`src/rtl/udma_tdm_rx.sv`:
```
// udma_tdm_rx: TDM serial receiver with a show-ahead output FIFO.
//
// Pad sck/ws/sd are resynchronised into sys_clk_i. Each rising sck edge
// ("tick") carries one serial bit. A ws 0->1 between ticks marks frame
// start; that tick holds bit 0 of slot 0. Words from slots whose mask bit
// is set are pushed into the FIFO on the last bit of their slot.
//
// Ports
//   sys_clk_i, rst_i           clock, asynchronous active-high reset
//   cfg_en_i                   enable; low idles the receiver and flushes the FIFO
//   cfg_slot_mask_i            per-slot capture enable
//   cfg_word_bits_i            valid bits per slot (0 or >SLOT_BITS = SLOT_BITS)
//   cfg_lsb_first_i            1 = first serial bit is word bit 0
//   pad_sck_i/pad_ws_i/pad_sd_i asynchronous serial pads
//   data_rx_o, data_rx_slot_o  FIFO head word (right-aligned) and slot index
//   data_rx_valid_o/ready_i    head valid / consumer ready (pop when both high)
//   evt_overflow_o             pulse: word dropped because the FIFO was full
//   evt_frame_err_o            pulse: misplaced or missing frame start
//   dbg_state                  FSM state: 0 IDLE, 1 SYNC, 2 RUN
//
// Handshake: a word leaves the FIFO on every rising clock edge where
// data_rx_valid_o and data_rx_ready_i are both high; valid never depends
// on ready, and the head stays stable until it is popped.
module udma_tdm_rx #(
  parameter int NUM_SLOTS  = 8,
  parameter int SLOT_BITS  = 32,
  parameter int FIFO_DEPTH = 4,
  localparam int WB_W      = $clog2(SLOT_BITS) + 1,
  localparam int SLOT_W    = (NUM_SLOTS > 1) ? $clog2(NUM_SLOTS) : 1
) (
  input  logic                 sys_clk_i,
  input  logic                 rst_i,
  input  logic                 cfg_en_i,
  input  logic [NUM_SLOTS-1:0] cfg_slot_mask_i,
  input  logic [WB_W-1:0]      cfg_word_bits_i,
  input  logic                 cfg_lsb_first_i,
  input  logic                 pad_sck_i,
  input  logic                 pad_ws_i,
  input  logic                 pad_sd_i,
  output logic [SLOT_BITS-1:0] data_rx_o,
  output logic [SLOT_W-1:0]    data_rx_slot_o,
  output logic                 data_rx_valid_o,
  input  logic                 data_rx_ready_i,
  output logic                 evt_overflow_o,
  output logic                 evt_frame_err_o,
  output logic [1:0]           dbg_state
);

  localparam int BIT_W   = $clog2(SLOT_BITS);
  localparam int AW      = $clog2(FIFO_DEPTH);
  localparam int ENTRY_W = SLOT_W + SLOT_BITS;
  localparam logic [BIT_W-1:0]  LAST_BIT  = BIT_W'(SLOT_BITS - 1);
  localparam logic [SLOT_W-1:0] LAST_SLOT = SLOT_W'(NUM_SLOTS - 1);
  localparam logic [AW:0]       DEPTH_C   = (AW + 1)'(FIFO_DEPTH);

  typedef enum logic [1:0] {IDLE = 2'd0, SYNC = 2'd1, RUN = 2'd2} state_t;

  state_t state, state_nxt;

  // ---------------- pad synchronisers and edge detect ----------------
  logic [1:0] sck_sync, ws_sync, sd_sync;
  logic       sck_d, ws_prev;
  logic       tick, fs, sd;

  always_ff @(posedge sys_clk_i or posedge rst_i) begin
    if (rst_i) begin
      sck_sync <= '0;
      ws_sync  <= '0;
      sd_sync  <= '0;
      sck_d    <= 1'b0;
      ws_prev  <= 1'b0;
    end else begin
      sck_sync <= {sck_sync[0], pad_sck_i};
      ws_sync  <= {ws_sync[0], pad_ws_i};
      sd_sync  <= {sd_sync[0], pad_sd_i};
      sck_d    <= sck_sync[1];
      // ws is only meaningful at ticks; keep the last sampled value so a
      // frame start is a rise between two consecutive ticks.
      if (tick) ws_prev <= ws_sync[1];
    end
  end

  assign tick = sck_sync[1] & ~sck_d;
  assign fs   = tick & ws_sync[1] & ~ws_prev;
  assign sd   = sd_sync[1];

  // ---------------- FSM ----------------
  logic [BIT_W-1:0]  bit_cnt;
  logic [SLOT_W-1:0] slot_cnt;
  logic              at_origin, capture, restart, frame_err;

  assign at_origin = (bit_cnt == '0) && (slot_cnt == '0);

  always_ff @(posedge sys_clk_i or posedge rst_i) begin
    if (rst_i) state <= IDLE;
    else       state <= state_nxt;
  end

  always_comb begin
    state_nxt = state;
    capture   = 1'b0;
    restart   = 1'b0;
    frame_err = 1'b0;
    case (state)
      IDLE: if (cfg_en_i) state_nxt = SYNC;
      SYNC: if (fs) begin
        state_nxt = RUN;
        capture   = 1'b1;
        restart   = 1'b1;
      end
      RUN: begin
        if (fs) begin
          capture   = 1'b1;
          restart   = 1'b1;
          frame_err = !at_origin;
        end else if (tick) begin
          // The counters sit at slot 0 bit 0 only when a new frame is due.
          if (at_origin) begin
            frame_err = 1'b1;
            state_nxt = SYNC;
          end else begin
            capture = 1'b1;
          end
        end
      end
      default: state_nxt = IDLE;
    endcase
    if (!cfg_en_i) begin
      state_nxt = IDLE;
      capture   = 1'b0;
      restart   = 1'b0;
      frame_err = 1'b0;
    end
  end

  assign dbg_state = state;

  // ---------------- bit/slot datapath ----------------
  logic [WB_W-1:0]      eff_bits;
  logic [BIT_W-1:0]     cur_bit, bit_nxt;
  logic [SLOT_W-1:0]    cur_slot, slot_nxt;
  logic [SLOT_BITS-1:0] cap, cap_base, cap_nxt;
  logic                 push, pop, push_ok, full, empty;

  always_comb begin
    eff_bits = cfg_word_bits_i;
    if (cfg_word_bits_i == '0 || cfg_word_bits_i > WB_W'(SLOT_BITS))
      eff_bits = WB_W'(SLOT_BITS);
  end

  always_comb begin
    cur_bit  = restart ? '0 : bit_cnt;
    cur_slot = restart ? '0 : slot_cnt;
    // Bit 0 starts a fresh word, which also discards any partial slot.
    cap_base = (cur_bit == '0) ? '0 : cap;
    cap_nxt  = cap_base;
    if ({1'b0, cur_bit} < eff_bits) begin
      if (cfg_lsb_first_i) cap_nxt[cur_bit] = sd;
      else                 cap_nxt = {cap_base[SLOT_BITS-2:0], sd};
    end
    bit_nxt  = cur_bit + 1'b1;
    slot_nxt = cur_slot;
    if (cur_bit == LAST_BIT) begin
      bit_nxt  = '0;
      slot_nxt = (cur_slot == LAST_SLOT) ? '0 : cur_slot + 1'b1;
    end
    push = capture && (cur_bit == LAST_BIT) && cfg_slot_mask_i[cur_slot];
  end

  always_ff @(posedge sys_clk_i or posedge rst_i) begin
    if (rst_i) begin
      bit_cnt         <= '0;
      slot_cnt        <= '0;
      cap             <= '0;
      evt_frame_err_o <= 1'b0;
      evt_overflow_o  <= 1'b0;
    end else begin
      evt_frame_err_o <= frame_err;
      evt_overflow_o  <= push && !push_ok;
      if (capture) begin
        bit_cnt  <= bit_nxt;
        slot_cnt <= slot_nxt;
        cap      <= cap_nxt;
      end else if (state_nxt != RUN) begin
        bit_cnt  <= '0;
        slot_cnt <= '0;
        cap      <= '0;
      end
    end
  end

  // ---------------- show-ahead FIFO ----------------
  logic [ENTRY_W-1:0] mem [FIFO_DEPTH];
  logic [AW-1:0]      wr_ptr, rd_ptr;
  logic [AW:0]        count;

  assign empty   = (count == '0);
  assign full    = (count == DEPTH_C);
  assign pop     = !empty && data_rx_ready_i && cfg_en_i;
  // A pop in the same cycle frees the slot the push needs.
  assign push_ok = push && (!full || pop);

  always_ff @(posedge sys_clk_i) begin
    if (push_ok) mem[wr_ptr] <= {cur_slot, cap_nxt};
  end

  always_ff @(posedge sys_clk_i or posedge rst_i) begin
    if (rst_i) begin
      wr_ptr <= '0;
      rd_ptr <= '0;
      count  <= '0;
    end else if (!cfg_en_i) begin
      wr_ptr <= '0;
      rd_ptr <= '0;
      count  <= '0;
    end else begin
      if (push_ok) wr_ptr <= wr_ptr + 1'b1;
      if (pop)     rd_ptr <= rd_ptr + 1'b1;
      case ({push_ok, pop})
        2'b10:   count <= count + 1'b1;
        2'b01:   count <= count - 1'b1;
        default: count <= count;
      endcase
    end
  end

  assign data_rx_valid_o = !empty;
  assign {data_rx_slot_o, data_rx_o} = empty ? '0 : mem[rd_ptr];

endmodule
```
`config.mk`:
```
export PLATFORM = sky130hd
export DESIGN_NAME = udma_tdm_rx
export DESIGN_NICKNAME = d
export VERILOG_FILES = /design/src/rtl/udma_tdm_rx.sv
export SDC_FILE = /design/constraint.sdc
export NUM_CORES = 1
export LEC_CHECK = 0
export CORE_MARGIN = 2
export CORE_UTILIZATION = 46
export DETAILED_ROUTE_END_ITERATION = 8
export DONT_BUFFER_PORTS = 1
export PLACE_DENSITY = 0.63
export SKIP_LAST_GASP = 1
export SYNTH_ARGS = -nofsm -noshare
export SYNTH_HDL_FRONTEND = slang
export SYNTH_SLANG_ARGS = --single-unit
```
`constraint.sdc`:
```
create_clock -name sys_clk_i -period 9.6 [get_ports sys_clk_i]
set_clock_uncertainty 0.15 [all_clocks]
set_input_delay 0.48 -clock sys_clk_i [delete_from_list [all_inputs] [get_ports sys_clk_i]]
set_output_delay 0.48 -clock sys_clk_i [all_outputs]
set_load 0.005 [all_outputs]
```
==> results of run 1 <==
==> worst min path at each step <==
stage / cells past startpoint / from / slack (ns) / to
after global routing: 2 / rst_i / 0.05 / sd_sync[0]
after CTS: 2 / rst_i / 0.03 / sd_sync[0]
final: 2 / rst_i / -0.006 / sd_sync[1]
after floorplan: 0 / sck_sync[0] / 0.18 / sck_sync[1]
after global placement: 0 / sd_sync[0] / 0.19 / sd_sync[1]
after detailed placement: 0 / sd_sync[0] / 0.20 / sd_sync[1]
==> stage by stage <==
step           utilization, %  cells  setup slack, ns
2_1_floorplan               -    742            5.393
3_3_place_gp            47.62    974            4.800
3_5_place_dp            47.62    974            4.472
4_1_cts                 50.39   1008            4.459
5_1_grt                 50.39   1008            3.976
6_report                50.39   1008            4.371
==> worst max-delay path, cell delays in order, from the launching register on <==
cell,delay [ns]
dfrtp_1,0.41
nor4bb_1,0.80
nand2_1,0.46
nand2_1,0.20
inv_1,0.09
ha_1,0.29
o21a_1,0.18
o21a_1,0.16
o21ai_0,0.28
a31o_2,0.82
nand2_1,0.86
o2bb2ai_1,0.39
==> repair_timing <==
action | CTS | global route
resized for setup | 0 | 0
hold endpoints to repair | 3 | 0
hold buffers | 3 | 0
==> state kept, by name, indices dropped and copies added, names as in the netlist <==
| register | flops |
|---|---|
| bit_cnt | 5 |
| rd_ptr | 2 |
| wr_ptr | 2 |
| cap | 32 |
| evt_frame_err_o | 1 |
| sck_d | 1 |
| sd_sync | 2 |
| count | 3 |
| slot_cnt | 3 |
| ws_sync | 2 |
| evt_overflow_o | 1 |
| ws_prev | 1 |
| sck_sync | 2 |
| dbg_state | 2 |
| mem | 140 |
==> final cells by class <==
cell class	count	area, sq um	area share (%)
clock buffers	17	425.4	4.029
flip-flops and latches	199	5682	53.81
inverters	14	52.55	0.4977
multi-input cells	476	3825	36.22
repair buffers	13	105.1	0.9954
well taps	275	344.1	3.259
clock inverters	14	125.1	1.185
==> cells in the mapped netlist (2+ instances only) <==
| cell type | instances |
|---|---|
| inv_1 | 14 |
| a32o_1 | 3 |
| a31o_2 | 2 |
| a221oi_1 | 3 |
| xnor2_1 | 3 |
| dfrtp_1 | 59 |
| and3_1 | 13 |
| buf_6 | 5 |
| o2bb2ai_1 | 30 |
| xor2_1 | 4 |
| a21o_1 | 7 |
| mux2i_1 | 9 |
| mux4_2 | 35 |
| mux2_2 | 25 |
| nor2b_1 | 6 |
| a21oi_1 | 31 |
| buf_1 | 3 |
| clkbuf_1 | 35 |
| nor2_1 | 51 |
| nor3_1 | 7 |
| o21a_1 | 2 |
| nand3_1 | 19 |
| a21boi_0 | 23 |
| or3_1 | 7 |
| and2_1 | 42 |
| edfxtp_1 | 140 |
| nand2_1 | 38 |
| a22o_1 | 5 |
| a22oi_1 | 22 |
| nand4_1 | 3 |
| buf_2 | 10 |
| nand2b_1 | 11 |
| or2_2 | 4 |
| o21ai_0 | 27 |
| ha_1 | 18 |
| a211oi_1 | 4 |
==> power by group through the flow <==
| stage | Combinational, W | Sequential (W) | Clock, W |
|---|---|---|---|
| floorplan | 0.0000343 | 0.000940 | 0 |
| global placement | 0.0000391 | 0.000942 | 0 |
| detailed placement | 0.0000414 | 0.000943 | 0 |
| CTS | 0.0000425 | 0.000924 | 0.000694 |
| global route | 0.0000473 | 0.000924 | 0.000725 |
| finish | 0.0000420 | 0.000925 | 0.000677 |
==> cell families after synthesis <==
logic type | Yosys count | share of synthesized area (%)
xor gates and xnor gates | 7 | 0.6254
AOI/OAI and AO/OA | 169 | 12.60
muxes | 71 | 12.24
buffers and inverters | 67 | 3.076
adders and majority gates | 19 | 2.502
DFF | 199 | 57.95
and+or+nand+nor | 210 | 11.01
==> metal layers <==
layer | vias up | global-route usage [%] | share of wire (%)
li1 | 2774 | - | -
met4 | 0 | 7.358 | 2.2
met1 | 3113 | 26.00 | 44
met3 | 30 | 4.207 | 4.6
met5 | - | 0 | 0
met2 | 169 | 32.37 | 49
==> metrics.md, run 1 <==
| Metric | Value |
|---|---|
| Post-Syn Instances | 742 |
| Yosys warns | 0 |
| Worst-path clk slew | 0.07 ns |
| Drt pass-1 iters | 5 |
| Synth Cell Area | 9803 sq um |
| Hpwl dp | 13420 um |
| Root Buffer | clkbuf_16 |
| Critical Path Source Type | register |
| Reg2reg start | sck_d |
| Fmax | 0.1912 GHz |
| Hold Vio Cnt, Final | 4 |
| Post-synth top area share | 42.88% |
| Share of layout cells above drive strength 1 | 15.83% |
| Layout fillers | 1817 |
| Worst Path Required | 9.79 ns |
| Clock power frac | 41.2% |
| Synth unique cells | 58 |
| Synth Net Count | 783 |
| Sequential Power Share | 56.3% |
| Antenna Cells | 0 |
| Worst flop-to-flop path endpoint | cap[29] |
| Vias/cell | 6.038 |
| Drt initial violations | 477 |
| Period Utilization, post-route | 54.47% |
| Port buffer count | 0 |
| Initial antenna violation count | 0 |
| Mean Syn Cell Area | 13.21 sq um |
| Most frequent cells in the layout | edfxtp_1, dfrtp_1, nor2_1, and2_1, nand2_1 |
| Post-synth EDFFs | 140 |
| Max Slew Vio Count | 0 |
| Worst hold slack | -0.006410 ns |
| Sequential area share after synthesis | 57.95% |
| CP arrival | 5.42 ns |
| Skew-Pair Late Insertion Delay | 0.43 ns |
| Classification of the worst setup path | reg -> reg |
| Clock Tree Buf Depth | 2 |
| Internal | 0.001293 W |
| I/O pin total | 62 |
| Routed Antenna Nets | 0 |
| Placement Cell Area | 9978 sq um |
| Total power | 0.001644 W |
| Die H | 150.0 um |
| Most common cell after layout, fill and taps aside | edfxtp_1 |
| Outcome | complete, but fails checks |
| Number of buffers created by CTS | 17 |
| Failing checks | negative hold slack |
| Core Area | 20960 sq um |
| Crit path to | cap[29] |
| Final min period | 5.229 ns |
| Crit path from | sck_d |
| Final setup fails | 0 |
| DR WL/cell | 20.99 um |
| Peak supply drop | 117.3 uV |
| CTS tree | built |
| CTS sink cnt | 199 |
| Max-Cap Viols | 0 |
| # nets final | 762 |
| Setup_tns | 0 ns |
| Cell area after layout | 10560 sq um |
| Crit-path max FO | 48 |
| Reg2Reg Setup Slack | 4.37 ns |
| Die area | 22500 sq um |
| Sw Pwr | 0.0003510 W |
| Post-synth ARST share | 29.65% |
| Post-Route WL | 21150 um |
| Number of setup buffers added after CTS | 0 |
| Gr usage total | 19.75% |
| Vias in the first global route | 6340 |
| Initial Util | 46.78% |
| Relative slew slack | 23.67% |
| Row cnt | 53 |
| PD cells | 155.7 nW/um^2 |
| Tightest Pin Transition | 1.145 ns |
| Switching Share | 21.36% |
| Min-delay worst type | in -> async |
| Post-synth top flop | edfxtp_1 |
| Top post-synthesis cells by area | edfxtp_1, dfrtp_1, mux4_2, mux2_2, and2_1 |
| Die W | 150.0 um |
| Combinational share of power | 2.6% |
| Detailed-route via count | 6086 |
| Total congestion overflow | 0 |
| DRC viols | 0 |
| Htree depth | 4 |
| P&R area growth vs syn | 7.709% |
| Post-synth top area cell | edfxtp_1 |
| Leakage power | 3.504 nW |
| RePlAce Congestion | 0.8834 |
| Largest net degree at the start of global routing | 60 |
| Global-route wire length before repair | 34090 um |
| Worst Reg-to-Reg Cells | 11 |
| CP Capture Type | register |
| Synthesis-stage register bit count | 199 |
| RSZ-0062 raised after global routing | false |
(Power assumes the default switching activity.)
==> run 2: changes to the inputs <==
Settings changed: ABC_AREA from default to 1, PLACE_DENSITY 0.63 to 0.65.
Clock period 9.6 ns to 4.5 ns, I/O delays scaled along.
==> run 2 against run 1 <==
The flow now finishes without violations; die area increased by 0.68%; hold slack better by 0.026 ns; register-to-register slack lost 3.6 ns; via count increased by 20%; flip-flop and latch count unchanged; clock power up 120%.
==> metrics.md, run 2 <==
| Metric | Value |
|---|---|
| Outcome | completed |
| Post-synth top flop | edfxtp_1 |
| Number of buffers created by CTS | 17 |
| Worst Reg-to-Reg Cells | 21 |
| Final setup fails | 0 |
| Worst flop-to-flop path endpoint | count[2] |
| Row cnt | 53 |
| Internal | 0.002970 W |
| Top post-synthesis cells by area | edfxtp_1, dfrtp_1, nand2_1, nor2_1, o21ai_0 |
| Die area | 22650 sq um |
| Dpl cells | 1349 |
| GR Util met2 | 31.82% |
| Reg2Reg Setup Slack | 0.73 ns |
| Synth Cell Area | 9872 sq um |
| Sequential Power Share | 46.3% |
| Layout fillers | 1895 |
| Vias/cell | 5.251 |
| Post-synth top cells | nand2_1, nor2_1, edfxtp_1 |
| Synthesis-stage register bit count | 199 |
| Setup_tns | 0 ns |
| Post-synth ARST share | 29.65% |
| Hold EP | cap[0] |
| Number of setup buffers added after CTS | 0 |
| Slowest stage delay, CP | 0.44 ns |
| Synth Net Count | 1155 |
| Routed Antenna Nets | 0 |
| Most common cell after layout, fill and taps aside | nand2_1 |
| Post-synth top area share | 42.59% |
| Drt initial violations | 656 |
| Hold Vio Cnt, Final | 0 |
| Largest net degree at the start of global routing | 73 |
| Gr usage total | 20.25% |
| RePlAce Congestion | 0.8713 |
| Total power | 0.004368 W |
| Crit path max-delay cell type | dfrtp_1 |
| Global-route wire length before repair | 35370 um |
| Hold Buf Count CTS | 8 |
| Sw Pwr | 0.001399 W |
| Switching Share | 32.02% |
| Port buffer count | 0 |
| DR WL/cell | 15.72 um |
| Classification of the worst setup path | reg -> reg |
| Cell Chain, Critical Path | inv_1 -> ha_1 -> nand2_1 -> inv_2 -> nand2_4 -> nand2_2 -> inv_1 -> ha_1 -> inv_1 -> nor3_1 -> ha_1 -> inv_1 -> nor2_4 -> nand3_1 -> nand2_2 -> fa_1 -> xor2_1 -> nand3_1 -> a21oi_1 -> nand2_1 -> nand2_1 |
| Yosys warns | 0 |
| Initial antenna violation count | 0 |
| Post-Route WL | 21830 um |
| Critical Path Source Type | register |
| CTS tree | built |
| Relative slew slack | 29.21% |
| Initial Util | 46.96% |
| Die H | 150.5 um |
| Antenna Cells | 0 |
| Max-Cap Viols | 0 |
| Most frequent cell after synthesis | nand2_1 |
| WHS Path Cells | 5 |
| Most frequent cells in the layout | nand2_1, nor2_1, edfxtp_1, o21ai_0, a21oi_1 |
| Leakage power | 4.459 nW |
| Final cell count without fillers | 1389 |
| Post-Syn Instances | 1114 |
| Post_cts resized | 0 |
| Most Crowded Layer GR | met2 |
| Global-route track usage on met1 | 28.72% |
| Root Buffer | clkbuf_16 |
| Met3 GRT Util | 3.424% |
| Reg2reg start | dbg_state[0] |
| Tightest Pin Transition | 1.062 ns |
| Worst-path clk slew | 0.08 ns |
| Crit-path most repeated cell | inv_1 |
| Mean Syn Cell Area | 8.862 sq um |
| Synth unique cells | 36 |
| Drt pass-1 iters | 5 |
| Worst Path Required | 4.73 ns |
| Sequential area share after synthesis | 57.54% |
| P&R area growth vs syn | 9.759% |
| Htree depth | 4 |
| Skew-Pair Late Insertion Delay | 0.44 ns |
| Hpwl dp | 13520 um |
| Clock Tree Buf Depth | 2 |
| Largest regs | mem (140), cap (32), bit_cnt (5) |
| RSZ-0062 raised after global routing | false |
| Biggest register | mem |
| I/O pin total | 62 |
| Vias in the first global route | 6892 |
| Detailed-route via count | 7294 |
| DRC viols | 0 |
| Period Utilization, post-route | 83.88% |
| Crit-path max FO | 10 |
| PD cells | 403.2 nW/um^2 |
| # nets final | 1142 |
| Worst Hold Launch | cfg_lsb_first_i |
| CP arrival | 4.00 ns |
| Fmax | 0.2649 GHz |
| Die W | 150.5 um |
| Max Slew Vio Count | 0 |
| Min-delay worst type | in -> reg |
| Peak supply drop | 260.7 uV |
| Post-synth top area cell | edfxtp_1 |
| CTS sink cnt | 199 |
| Core Area | 21020 sq um |
| Total congestion overflow | 0 |
| Combinational share of power | 19.0% |
| Max reg flops | 140 |
| Final min period | 3.775 ns |
| Share of layout cells above drive strength 1 | 7.271% |
| Clock power frac | 34.7% |
| CP Capture Type | register |
| Post-synth EDFFs | 140 |
run 2: cells by family (layout without fill, tap and decap cells):
kind of cell / Yosys count / in the layout / share of synthesized area, %
compound gates: 192 / 192 / 9.886
xor+xnor: 1 / 1 / 0.08874
fa+ha+maj: 19 / 19 / 2.484
buf+inv: 107 / 107 / 4.499
flops: 199 / 199 / 57.54
simple gates: 596 / 596 / 25.50
run 2: worst max path at each step:
stage,from,to,slack [ns],cells past startpoint
global placement,dbg_state[0],count[2],0.86,21
detailed placement,dbg_state[0],mem[3][18],0.76,16
floorplan,dbg_state[0],mem[0][0],0.07,15
CTS,dbg_state[0],count[2],0.73,21
global route,dbg_state[0],count[2],0.34,21
finish,dbg_state[0],count[2],0.73,21
run 2: layout make-up:
| cell class | instances | area [sq um] | area share [%] |
|---|---|---|---|
| timing repair buffer | 18 | 205.2 | 1.894 |
| inverter | 57 | 214.0 | 1.975 |
| clock inverter | 15 | 181.4 | 1.674 |
| multi-input combinational | 808 | 3784 | 34.92 |
| clock buffer | 17 | 425.4 | 3.926 |
| sequential | 199 | 5682 | 52.44 |
| tap | 275 | 344.1 | 3.176 |
run 2: critical path: cells and delay by family (launching register included):
family	cells	cell delay (ns)
simple gates	10	1.23
xor+xnor	1	0.19
fa+ha+maj	4	0.98
flops	1	0.44
compound gates	1	0.16
buf+inv	5	0.53
run 2: routing by layer:
metal  up-vias  part of all wire (%)
li1       3675                     -
met1      3413                    48
met2       180                    45
met3        26                   5.1
met4         0                   1.9
met5         -                     0
run 2: metrics by stage:
step | cell area, sq um | utilization, % | hold slack, ns | setup WS, ns
floorplan | 9872 | - | 0.1064 | 0.06810
global placement | 10150 | 48.28 | 0.1065 | 0.8560
detailed placement | 10150 | 48.28 | 0.1065 | 0.7628
CTS | 10840 | 51.54 | 0.003536 | 0.7279
global route | 10840 | 51.54 | 0.08277 | 0.3391
finish | 10840 | 51.54 | 0.01991 | 0.7252
run 2: power by group through the flow:
| stage | registers [W] | clock network (W) | logic, W |
|---|---|---|---|
| 2_1_floorplan | 0.00205 | 0 | 0.000612 |
| 3_3_place_gp | 0.00206 | 0 | 0.000825 |
| 3_5_place_dp | 0.00206 | 0 | 0.000833 |
| 4_1_cts | 0.00202 | 0.00154 | 0.000844 |
| 5_1_grt | 0.00203 | 0.00161 | 0.000938 |
| 6_report | 0.00202 | 0.00152 | 0.000828 |
